`src/rtl/rom_reader_pkg.sv`:
```
// Shared defaults and state encoding for the ROM sequencing reader.
package rom_reader_pkg;

  localparam int unsigned ADDR_W = 3;
  localparam int unsigned DATA_W = 4;
  localparam int unsigned SUM_W  = 8;

  typedef enum logic [1:0] {
    IDLE,
    FETCH,
    HOLD,
    DONE
  } state_t;

endpackage

```
`src/rtl/rom_reader.sv`:
```
// Walks a (possibly wrapping) ROM address range, streams each word out on a
// valid/ready port with a last flag, and keeps a running sum of accepted words.
module rom_reader #(
  parameter int unsigned ADDR_W = rom_reader_pkg::ADDR_W,
  parameter int unsigned DATA_W = rom_reader_pkg::DATA_W,
  parameter int unsigned SUM_W  = rom_reader_pkg::SUM_W
) (
  input  logic              i_clk,
  input  logic              i_rst,
  input  logic              i_start,
  input  logic [ADDR_W-1:0] i_first_addr,
  input  logic [ADDR_W-1:0] i_last_addr,
  output logic [ADDR_W-1:0] o_rom_addr_out,
  input  logic [DATA_W-1:0] i_rom_data_in,
  output logic [DATA_W-1:0] o_out_data,
  output logic              o_out_valid,
  input  logic              i_out_ready,
  output logic              o_out_last,
  output logic              o_busy,
  output logic              o_done,
  output logic [SUM_W-1:0]  o_sum
);
  import rom_reader_pkg::*;

  state_t            r_state;
  state_t            w_state_d;
  logic [ADDR_W-1:0] r_addr;
  logic [ADDR_W-1:0] r_end;
  logic [DATA_W-1:0] r_data;
  logic              r_last;
  logic [SUM_W-1:0]  r_sum;
  logic              w_accept;

  assign w_accept = (r_state == HOLD) && i_out_ready;

  always_comb begin
    w_state_d = r_state;
    unique case (r_state)
      IDLE:    if (i_start) w_state_d = FETCH;
      FETCH:   w_state_d = HOLD;
      HOLD:    if (i_out_ready) w_state_d = r_last ? DONE : FETCH;
      DONE:    w_state_d = IDLE;
      default: w_state_d = IDLE;
    endcase
  end

  always_ff @(posedge i_clk) begin
    if (i_rst) begin
      r_state <= IDLE;
      r_addr  <= '0;
      r_end   <= '0;
      r_data  <= '0;
      r_last  <= 1'b0;
      r_sum   <= '0;
    end else begin
      r_state <= w_state_d;
      if ((r_state == IDLE) && i_start) begin
        r_addr <= i_first_addr;
        r_end  <= i_last_addr;
        r_sum  <= '0;
      end
      if (r_state == FETCH) begin
        r_data <= i_rom_data_in;
        r_last <= (r_addr == r_end);
      end
      if (w_accept) begin
        r_sum <= r_sum + SUM_W'(r_data);
        // Natural overflow of the add gives the 7 -> 0 wrap.
        if (!r_last) r_addr <= r_addr + ADDR_W'(1);
      end
    end
  end

  assign o_rom_addr_out = r_addr;
  assign o_out_data     = r_data;
  assign o_out_last     = r_last;
  assign o_out_valid    = (r_state == HOLD);
  assign o_busy         = (r_state != IDLE);
  assign o_done         = (r_state == DONE);
  assign o_sum          = r_sum;

endmodule
```
`config.mk`:
```
export PLATFORM = sky130hd
export DESIGN_NAME = rom_reader
export DESIGN_NICKNAME = d
export VERILOG_FILES = /design/src/rtl/rom_reader_pkg.sv /design/src/rtl/rom_reader.sv
export SDC_FILE = /design/constraint.sdc
export NUM_CORES = 1
export LEC_CHECK = 0
export BUFFER_PORTS_ARGS = -buffer_cell sky130_fd_sc_hd__clkbuf_2
export CORE_MARGIN = 4
export CORE_UTILIZATION = 27
export DETAILED_ROUTE_END_ITERATION = 8
export PLACE_DENSITY = 0.58
export SYNTH_ARGS = -nofsm -noshare
export SYNTH_HDL_FRONTEND = slang
export SYNTH_SLANG_ARGS = --single-unit
```
`constraint.sdc`:
```
create_clock -name i_clk -period 4.85 [get_ports i_clk]
set_input_delay 0.2425 -clock i_clk [delete_from_list [all_inputs] [get_ports i_clk]]
set_output_delay 0.2425 -clock i_clk [all_outputs]
set_load 0.01 [all_outputs]
```
==> summary.md <==
| Metric | Value |
|---|---|
| Worst Tran Pin Value | `0.4840 ns` |
| Cell with the most instances after synthesis | `dfxtp_1` |
| RSZ-0062 raised after global routing | `no` |
| Max Slew Vio Count | `0` |
| Max-cap violation count | `0` |
| Final Skew | `0.002483 ns` |
| Synth Register Bits | `21` |
| Starting Density | `0.2812` |
| Wire per inst | `13.50 um` |
| I/O Buffers | `32` |
| Mean post-synth cell area | `9.345 sq um` |
| CP Data Arrival Time | `2.13 ns` |
| Main flop type after synthesis | `dfxtp_1` |
| Number of antenna violations at the first check in global routing | `0` |
| Post-DP Area | `1245 sq um` |
| Crit path cell chain | `ha_1, o21ai_0, o21bai_1, or4b_1, mux2_1` |
| First-pass GRT wire length | `4.602 mm` |
| Yosys warns | `0` |
| I/O Pins | `33` |
| Setup-failing EPs final | `0` |
| P_sw | `0.09331 mW` |
| Clock-pin transition on the worst setup and hold timing paths | `0.08 ns` |
| Kind of critical path | `reg -> reg` |
| HPWL Detailed | `1.921 mm` |
| Clock share of power | `0.319` |
| Hold WC Path Type | `in -> reg` |
| Detail Route Antenna Nets | `0` |
| Int Pwr | `0.2632 mW` |
| CORE AREA | `3689 sq um` |
| Vias in the first global route | `1,002` |
| Largest net degree at the start of global routing | `25` |
| Post-synth net total | `131` |
| Violation count after the first detailed-route iteration | `33` |
| Crit share post-route | `0.4095` |
| Synth top area share | `0.4053` |
| Routability cong. | `0.8519` |
| Post-synthesis sequential area ratio | `0.4053` |
| Leakage | `0.6228 nW` |
| Status | `complete, no violations` |
| Clock tree buffer depth | `2` |
| Layout area overhead | `24.37%` |
| Slew HR | `0.6774` |
| Setup_tns | `0 ns` |
| Slowest-stage cell, CP | `or4b_1` |
| Fin area | `1290 sq um` |
| Total power | `0.3565 mW` |
| Hold_buf cts | `0` |
| Post-synth top cells | `dfxtp_1, nor2_1, mux2i_1, o21ai_0` |
| Sw Ratio | `0.2617` |
| Mapped Cells | `111` |
| Vias | `936` |
| Mapped Area | `1037 sq um` |
| Drt pass-1 iters | `4` |
| Netlist cell types | `36` |
| Reg power frac | `0.530` |
| PostCTS Resize Cnt | `0` |
| Rows | `22` |
| CTS tree | `built` |
| Final worst path period need | `1.986 ns` |
| Width of the chip | `69.98 um` |
| Cell area power density | `276.4 nW/um^2` |
| Synth top area cells | `dfxtp_1, mux2i_1, nor2_1` |
| Die H | `69.98 um` |
| Worst Path Required | `5.00 ns` |
| Worst setup SP type | `flip-flop` |
| CTS Root Cell | `clkbuf_8` |
| CTS Sinks | `21` |
| Diode count | `0` |
| H-tree Lvls | `1` |
| Area leader, netlist | `dfxtp_1` |
| Slowest cell delay on critical path | `0.48 ns` |
| Post-synth ARST share | `0` |
| Post-Route WL | `2.579 mm` |
| Grt total ovfl | `0` |
| Number of buffers added for setup after CTS | `0` |
| Comb pwr share | `0.151` |
| Final hold vios | `0` |
| Count of flip-flops with a built-in enable after synthesis | `0` |
| GR Util All Layers | `0.1132` |
| Placed insts | `187` |
| Non-Filler Instances | `191` |
| Worst vdd ir | `0.1281 mV` |
| Clk Latency, worst-skew pair | `0.25 ns` |
| TritonCTS Buffers | `3` |
| CP bufs+invs | `0` |
| # nets final | `164` |
| Die area | `4897 sq um` |
| Via-per-instance ratio | `4.901` |
| Remaining DRCs | `0` |
| CP Capture Type | `flip-flop` |
| Delay-heaviest family, CP | `simple AND/OR/NAND/NOR gates` |
| Fmax achieved | `503.5 MHz` |
| Crit Path Max Fanout | `4` |
| Share of layout cells above drive strength 1 | `0.2797` |
==> sequential cells by signal, summed over array words and instances, names as in the netlist <==
register,flops
r_end,3
o_rom_addr_out,3
r_state,2
o_sum,8
o_out_data,4
o_out_last,1
==> layout make-up <==
cell class,instances,area (sq um)
inverters,3,11.26
multi-input cells,82,585.6
repair buffers,33,167.7
clock buffers,4,45.04
flip-flops and latches,21,420.4
fillers,393,2399
well taps,48,60.06
==> layout by cell type (no fill, tap or decap), types with 2 or more instances in the layout <==
cell	n
nor2b_1	2
nand2_1	2
xor2_1	4
nor3_1	2
o21ai_0	6
clkbuf_8	3
a21oi_1	5
o41ai_1	2
clkbuf_2	32
mux2i_1	8
ha_1	5
a211oi_1	3
a21o_1	2
inv_1	3
nor3b_1	3
nor2_1	17
dfxtp_1	21
a22oi_1	3
==> per-stage QoR <==
stage          hold slack [ns]    util  setup WS (ns)
3_3_place_gp            0.4708  0.3375          2.969
6_report                0.2072  0.3497          2.864
5_1_grt                 0.1973  0.3497          2.736
4_1_cts                 0.1995  0.3497          2.882
2_1_floorplan           0.3476       -          3.025
3_5_place_dp            0.4757  0.3375          2.906
==> worst min-delay path, stage by stage <==
cell and delay [ns]:
clkbuf_2 0.08, nand2_1 0.05, a21oi_1 0.05
==> logic make-up after synthesis <==
family	Yosys count	synth area share
xor+xnor	4	0.03377
flops	21	0.4053
simple gates	38	0.2003
buf+inv	8	0.03015
mux	9	0.08806
compound gates	25	0.1628
fa+ha+maj	6	0.07961
==> worst paths after layout <==
check,start,to,slack (ns),cells after the start
max,o_out_data[2]$_SDFFE_PP0N_,o_sum[7]$_SDFFE_PP0P_,2.86,5
min,i_first_addr[0],o_rom_addr_out[0]$_SDFF_PP0_,0.21,3
max reg2reg,o_out_data[2]$_SDFFE_PP0N_,o_sum[7]$_SDFFE_PP0P_,2.86,5
min reg2reg,r_end[0]$_SDFFE_PP0N_,r_end[0]$_SDFFE_PP0N_,0.52,2
==> metal layers <==
metal,global-route usage,vias up,part of all wire
met4,0.03617,0,0.0074
li1,-,467,-
met3,0.03885,2,0.064
met1,0.1498,435,0.49
met5,0,-,0
met2,0.1721,32,0.44
==> power by group through the flow <==
| stage | sequential, mW | combinational, mW | clock (mW) |
|---|---|---|---|
| 2_1_floorplan | 0.193 | 0.0326 | 0 |
| 3_5_place_dp | 0.193 | 0.0543 | 0 |
| 4_1_cts | 0.189 | 0.0547 | 0.118 |
| 3_3_place_gp | 0.193 | 0.0537 | 0 |
| 5_1_grt | 0.191 | 0.0609 | 0.125 |
| 6_report | 0.189 | 0.0539 | 0.114 |
(Power assumes the default switching activity.)
